## src/rtl/stepper_move_ctrl.sv

```systemverilog
// stepper_move_ctrl
// Accepts one move command at a time (direction, step count, period) and
// emits evenly spaced one-cycle step strobes to a phase sequencer. It keeps a
// wrapping 16-bit signed position and reports completion with a done strobe.
// The period is clamped so the sequencer is never stepped faster than
// MIN_PERIOD allows.
module stepper_move_ctrl #(
  parameter int MIN_PERIOD = 22000,
  parameter int PERIOD_W   = 32
) (
  input  logic                clk,
  input  logic                rst_n,
  input  logic                cmd_valid,
  output logic                cmd_ready,
  input  logic                cmd_dir,
  input  logic [15:0]         cmd_steps,
  input  logic [PERIOD_W-1:0] cmd_period,
  input  logic                abort,
  output logic                step_pulse,
  output logic                step_dir,
  output logic                busy,
  output logic                done,
  output logic [15:0]         position
);

  localparam logic [1:0] S_IDLE = 2'd0;
  localparam logic [1:0] S_RUN  = 2'd1;
  localparam logic [1:0] S_DONE = 2'd2;

  localparam logic [PERIOD_W-1:0] MIN_P = PERIOD_W'(MIN_PERIOD);
  localparam logic [PERIOD_W-1:0] ONE_P = PERIOD_W'(1);

  logic [1:0]          state_reg;
  logic [PERIOD_W-1:0] period_reg;    // effective period latched at acceptance
  logic [PERIOD_W-1:0] cnt_reg;       // cycles left until the next step edge
  logic [15:0]         remain_reg;    // steps still to issue
  logic                dir_reg;       // direction latched at acceptance
  logic                step_pulse_reg;
  logic                step_dir_reg;
  logic [15:0]         position_reg;

  logic [PERIOD_W-1:0] eff_period;
  logic                fire;

  // Clamp the requested period and decide whether this edge issues a step.
  // An abort at the same edge as a due step suppresses that step.
  always_comb begin
    eff_period = cmd_period;
    if (cmd_period < MIN_P) begin
      eff_period = MIN_P;
    end
    fire = (state_reg == S_RUN) && !abort && (remain_reg != 16'd0) &&
           (cnt_reg == '0);
  end

  // Move sequencing: command capture, step spacing and the IDLE/RUN/DONE FSM.
  // The counter is loaded with P-1 at acceptance so the first step edge lands
  // exactly P edges after the acceptance edge.
  always_ff @(posedge clk or negedge rst_n) begin
    if (!rst_n) begin
      state_reg  <= S_IDLE;
      period_reg <= '0;
      cnt_reg    <= '0;
      remain_reg <= 16'd0;
      dir_reg    <= 1'b0;
    end else begin
      case (state_reg)
        S_IDLE: begin
          if (cmd_valid) begin
            dir_reg    <= cmd_dir;
            period_reg <= eff_period;
            cnt_reg    <= eff_period - ONE_P;
            remain_reg <= cmd_steps;
            state_reg  <= (cmd_steps == 16'd0) ? S_DONE : S_RUN;
          end
        end
        S_RUN: begin
          if (abort || remain_reg == 16'd0) begin
            state_reg <= S_DONE;
          end else if (cnt_reg == '0) begin
            remain_reg <= remain_reg - 16'd1;
            cnt_reg    <= period_reg - ONE_P;
          end else begin
            cnt_reg <= cnt_reg - ONE_P;
          end
        end
        S_DONE: begin
          state_reg <= S_IDLE;
        end
        default: begin
          state_reg <= S_IDLE;
        end
      endcase
    end
  end

  // Step strobe, its direction and the position update all land on one edge;
  // step_dir holds its last value between strobes.
  always_ff @(posedge clk or negedge rst_n) begin
    if (!rst_n) begin
      step_pulse_reg <= 1'b0;
      step_dir_reg   <= 1'b0;
      position_reg   <= 16'd0;
    end else begin
      step_pulse_reg <= fire;
      if (fire) begin
        step_dir_reg <= dir_reg;
        position_reg <= dir_reg ? (position_reg + 16'd1) : (position_reg - 16'd1);
      end
    end
  end

  assign cmd_ready  = (state_reg == S_IDLE);
  assign busy       = (state_reg == S_RUN);
  assign done       = (state_reg == S_DONE);
  assign step_pulse = step_pulse_reg;
  assign step_dir   = step_dir_reg;
  assign position   = position_reg;

endmodule
```

## config.mk

```make
export PLATFORM = sky130hd
export DESIGN_NAME = stepper_move_ctrl
export DESIGN_NICKNAME = d
export VERILOG_FILES = /design/src/rtl/stepper_move_ctrl.sv
export SDC_FILE = /design/constraint.sdc
export NUM_CORES = 1
export LEC_CHECK = 0
export ABC_AREA = 1
export CAP_MARGIN = 20
export CORE_MARGIN = 4
export CORE_UTILIZATION = 45
export DETAILED_ROUTE_END_ITERATION = 6
export PLACE_DENSITY = 0.66
export SYNTH_ARGS = -nofsm -noshare
export SYNTH_HDL_FRONTEND = slang
export SYNTH_SLANG_ARGS = --single-unit
export TNS_END_PERCENT = 20
```

## constraint.sdc

```tcl
create_clock -name clk -period 3.3 [get_ports clk]
set_clock_uncertainty 0.05 [all_clocks]
set_input_delay 0.495 -clock clk [delete_from_list [all_inputs] [get_ports clk]]
set_output_delay 0.495 -clock clk [all_outputs]
set_load 0.01 [all_outputs]
```

; ---- After elaboration in Yosys (flattened, before gate mapping)
; Index checks and enable logic that the tools add are counted.
[totals]
ff_bits = 101
output_inout_bits = 21
mem_bits_ro = 0
ram_bits = 0
inputBits = 53
wordCells = 50
memories = 0
latchBits = 0
[classes]
n_lt_le_gt_ge = 1
div_mod_pow = 0
n_eq_ne = 6
n_addsub = 6
mux = 14
n_reduce_logical = 15
bitwise_logic = 0
shifts = 0
multipliers = 0
[ops]
columns = cell, n
row1 = $mux 32, 4
row2 = $sub 32x1->32 const B, 3
row3 = $mux 16, 4
row4 = $pmux 32 s2, 1
row5 = $logic_not 16->1, 2
row6 = $logic_not 32->1, 1
row7 = $lt 32x15->1 const B, 1
row8 = $pmux 16 s2, 1
row9 = $sub 16x1->16 const B, 2
row10 = $add 16x1->16 const B, 1
row11 = $reduce_bool 16->1, 1
row12 = $mux 2, 3
row13 = $ne 2x1->1 const B, 2
row14 = $ne 2x2->1 const B, 2
row15 = $pmux 2 s2, 1
row16 = $reduce_and 2->1, 2
row17 = $reduce_and 4->1, 1
row18 = $logic_and 1x1->1, 3
row19 = $reduce_and 3->1, 1
row20 = $eq 2x1->1 const B, 1
row21 = $eq 2x2->1 const B, 1
row22 = $logic_not 2->1, 1
row23 = $reduce_bool 2->1, 1
row24 = $logic_not 1->1, 1
row25 = $logic_or 1x1->1, 1

; ---- Logic depth before layout (Yosys ltp)
[logic_depth]
word_depth = 5
ltp_mapped = 22
mapped_depth_nobuf = 21

; ---- Least setup slack after synthesis
; No wires, ideal clock.
[synth_timing]
kind = reg-to-reg
start = register dir_reg
end = register position_reg[13], in the netlist position[13]
arrival_ns = 2.315
n_path_buf = 0
synth_period_minus_slack_ns = 2.492
path_slack_ns = 0.808
required_ns = 3.124
path_stages_with_launch = 13
path_cell_list = dfrtp_1 inv_1 ha_1 a21oi_1 nand2_1 a21oi_1 o21ai_0 a21boi_0 o21ai_0 a31oi_1 nand2_1 nand2_1 o21ai_0
[synth_between]
elab_chain_len = 1
[synth_lines]
columns = item, line_no
row1 = from (decl), 37  ; logic dir_reg;
row2 = from (signal assigned), 70  ; dir_reg <= cmd_dir;
row3 = $mux 16, 108  ; position_reg <= dir_reg ? (position_reg + 16'd1) : (position_reg - 16'd1);
row4 = to (signal assigned), 108
row5 = to (decl), 40  ; logic [15:0] position_reg;
; Every way passes these cells.
; A chain may end at the register's enable or synchronous reset.

; ---- Worst setup path in the final report
[layout_timing]
start = input port cmd_period[15]
end = register cnt_reg[21]
[layout_between]
elab_chain_len = 5
[layout_lines]
columns = item, line_no
row1 = from (decl), 17  ; input logic [PERIOD_W-1:0] cmd_period,
row2 = $lt 32x15->1, 49  ; if (cmd_period < MIN_P) begin
row3 = $mux 32 (*), 49
row4 = $sub 32x1->32 (*), 72  ; cnt_reg <= eff_period - ONE_P;
row5 = $mux 32 (*), 69  ; if (cmd_valid) begin
row6 = $pmux 32 s2 (*), 67  ; case (state_reg)
row7 = to (signal assigned), 72
row8 = to (signal assigned), 82  ; cnt_reg <= period_reg - ONE_P;
row9 = to (signal assigned), 84  ; cnt_reg <= cnt_reg - ONE_P;
row10 = to (decl), 35  ; logic [PERIOD_W-1:0] cnt_reg;
; Mark *: on every way between the ends. The rest lies on a longest branch, timed or not. The select of a mux whose other input is x is not followed.

==> flow_summary.toml <==
[placed_design]
port_buffers = 73
dp_hpwl_um = 12990
place.gp.congestion = 0.9175

[power]
p_seq_frac = 0.328
p_leak_nw = 4.041
vdd_drop_max_mv = 0.3637
fin_total_pwr_mw = 6.230
p_int_mw = 3.439
power_density_mw_per_mm2 = 747.3
power_switching_share = 0.4480
pwr-share-comb = 0.494
clock_power_share = 0.177
power.switching_mw = 2.791

[routing]
dr.pass1.iters = 5
route.detailed.drc = 0
antenna_left = 0
via_per_inst = 5.093
wirelength_um = 17820
wl_per_cell_um = 13.60
drtIter0Drc = 487
vias = 6672

[timing]
drv_slew = 0
tightestPinTransition_ps = 856.8
rsz0062_at_grt = "false"
fin_crit_ps = 2939
timing.final.crit_share = 0.8906
relSlewSlack = 0.4288
hold_viol = 0
setup_viol = 0
max_freq_ghz = 0.3403

[yosys]
yosysSeqAreaShare = 0.3636
synth_ff_type = "dfrtp_1"
synthTopCellsByArea = "dfrtp_1, nand2_1, inv_1"
ys_types = 40
syn_area_per_cell_um2 = 6.722
synth_seq_cells = 101
netlist_instances = 1034
yosysTopAreaCell = "dfrtp_1"
yosysWarningCount = 0
synth_top_area_frac = 0.3636
async_reset_ff_frac = 1.000
synth.cell_area_mm2 = 0.006950
synth_edf_count = 0
synth_nets = 1104

[finish]
fillers = 1499
nNetsFinal = 1187
multi_input_area_mm2 = 0.003761
antenna_cells = 0
layout-area-overhead-vs-synth_pct = 19.95
utilization = 0.5504
regArea_mm2 = 0.002527
drive_gt1_frac = 0.09982

[grt]
grt_pass1_wl_um = 30020
overflow = 0
grt_max_degree = 70
grt.total_usage = 0.2059
antenna_found_initial = 0
grt_pass1_vias = 6277

[setup_path]
crit_required_ps = 3500
worst-path-max-fanout = 11
ff2ff_setup_slack_ps = 440
crit_chain = "clkdlybuf4s50_1 -> inv_2 -> nand2_1 -> nor3_1 -> nand2_1 -> nand2_2 -> buf_4 -> nand2_1 -> nand2_1 -> nand2_2 -> nor2_2 -> nand2_1 -> nor2_1 -> nand2_1 -> nor2_2 -> o21ai_1 -> nand2_1 -> nand2_1"
rr_worst_depth = 19
cp.arrival_ps = 3140
end_kind = "register"
r2r_start = "cnt_reg[20]$_DFFE_PN0P_"
setup.worst_path.class = "in -> reg"
endpoint = "cnt_reg[21]$_DFFE_PN0P_"
crit_path_start = "cmd_period[15]"
worst_setup_path_start_kind = "input port"
reg2reg_to = "cnt_reg[28]$_DFFE_PN0P_"
slowest_stage = "clkdlybuf4s50_1"
crit_top_cell = "nand2_1"
cp_slowest_stage_delay_ps = 440

[clocking]
hold_buffers = 0
cts_inserted_buffers = 9
cts_buffer_depth = 2
cts.sinks = 101
cts_max_level = 3
cts_root_buffer = "clkbuf_16"
clkSlewWorstSetupHoldPaths_ps = 70
cts_tree = "built"
clock_latency_ps = 360

[floorplan]
io_pins = 74
initial_core_util = 0.4589
die_w_um = 132.3
die_h_um = 132.3
coreArea_mm2 = 0.01515
rows = 45
die_area_mm2 = 0.01750

[worst_hold_path]
min_path_type = "in -> async"

[job]
drv_cap = 0

[outcome]
status = "finished clean"
[timing repair]
item / CTS / global route
setup buffers: 0 / 0
gates resized for setup: 0 / 1
setup endpoints to repair: 0 / 1
[power by group through the flow]
stage	clock network, mW	logic (mW)	registers [mW]
floorplan	0	2.33	1.97
global placement	0	3.03	2.05
detailed placement	0	3.07	2.06
CTS	1.14	3.09	2.04
global route	1.19	3.53	2.11
finish	1.11	3.08	2.05
[cells by family (layout without fill, tap and decap cells)]
| kind of cell | Yosys count | after routing | synth area share |
|---|---|---|---|
| simple gates | 550 | 550 | 0.3464 |
| compound gates | 181 | 181 | 0.1431 |
| buf+inv | 170 | 258 | 0.09631 |
| flops | 101 | 101 | 0.3636 |
| fa+ha+maj | 17 | 17 | 0.03168 |
| xor+xnor | 15 | 15 | 0.01890 |
[cell usage after synthesis, types with 2 or more instances]
cell type and n:
clkinv_1 2, a21oi_1 35, xor2_1 7, nand2_1 287, o21ai_1 14, dfrtp_1 101
nor3_1 3, nand3_2 6, a21o_1 3, ha_1 16, inv_2 7, nor2_1 126
clkbuf_1 21, a31oi_1 13, buf_2 10, nand2_2 22, o221ai_1 3, nor4_1 6
inv_1 127, o21bai_1 11, xnor2_1 8, o31ai_1 4, o21ai_0 92, nand3_1 63
nor2_4 8, nand4_1 8, nor2_2 15, o211ai_1 4
[routing by layer]
layer,global-route usage,up-vias,part of all wire,wire [µm]
met5,0,-,0,0
met4,0.05312,0,0.014,248
met3,0.04008,15,0.045,794
met2,0.3469,151,0.47,8400
met1,0.2730,3039,0.47,8374
li1,-,3467,-,-
[layout make-up]
class                           instances  share of cell area
Inverter                              136             0.06123
Tap cell                              188             0.02822
Multi-Input combinational cell        763              0.4511
Timing Repair Buffer                  106              0.1201
Clock buffer                           11             0.02912
Clock inverter                          5            0.007054
Sequential cell                       101              0.3032
[worst min-delay path by stage]
stage | endpoint | slack, ps | cells past startpoint
detailed placement | period_reg[29]$_DFFE_PN0P_ | 420 | 2
CTS | position[1]$_DFFE_PN0P_ | 230 | 1
finish | position[3]$_DFFE_PN0P_ | 180 | 1
floorplan | cnt_reg[0]$_DFFE_PN0P_ | 150 | 0
global placement | period_reg[21]$_DFFE_PN0P_ | 420 | 2
global route | position[3]$_DFFE_PN0P_ | 260 | 1
[worst max-delay path, delay by kind of cell]
kind,cells,cell delay (ps)
AO/OA/AOI/OAI,1,80
buffers and inverters,3,740
AND/OR/NAND/NOR,14,1810
[through the flow]
step	area [µm²]	TNS (ps)	hold WS, ps	worst slack [ps]	cells
floorplan	6950	0	149.4	808.3	1034
global placement	8033	-69.28	418.1	-35.94	1294
detailed placement	8033	-271.2	422.8	-83.29	1294
CTS	8334	0	227.4	284.8	1310
global route	8337	0	262.4	106.4	1310
finish	8337	0	176.9	361.1	1310
[cell usage in the layout (no fill, tap or decap), types with 9 or more instances in the layout]
cell type | Yosys | layout
a21oi_1 | 35 | 35
a31oi_1 | 13 | 13
buf_4 | 0 | 32
clkbuf_16 | 0 | 9
clkdlybuf4s50_1 | 0 | 72
dfrtp_1 | 101 | 101
ha_1 | 16 | 16
inv_1 | 127 | 127
nand2_1 | 287 | 286
nand2_2 | 22 | 23
nand3_1 | 63 | 63
nor2_1 | 126 | 126
nor2_2 | 15 | 14
nor2_4 | 8 | 9
o21ai_0 | 92 | 92
o21ai_1 | 14 | 14
o21bai_1 | 11 | 11
(Power assumes the default switching activity.)
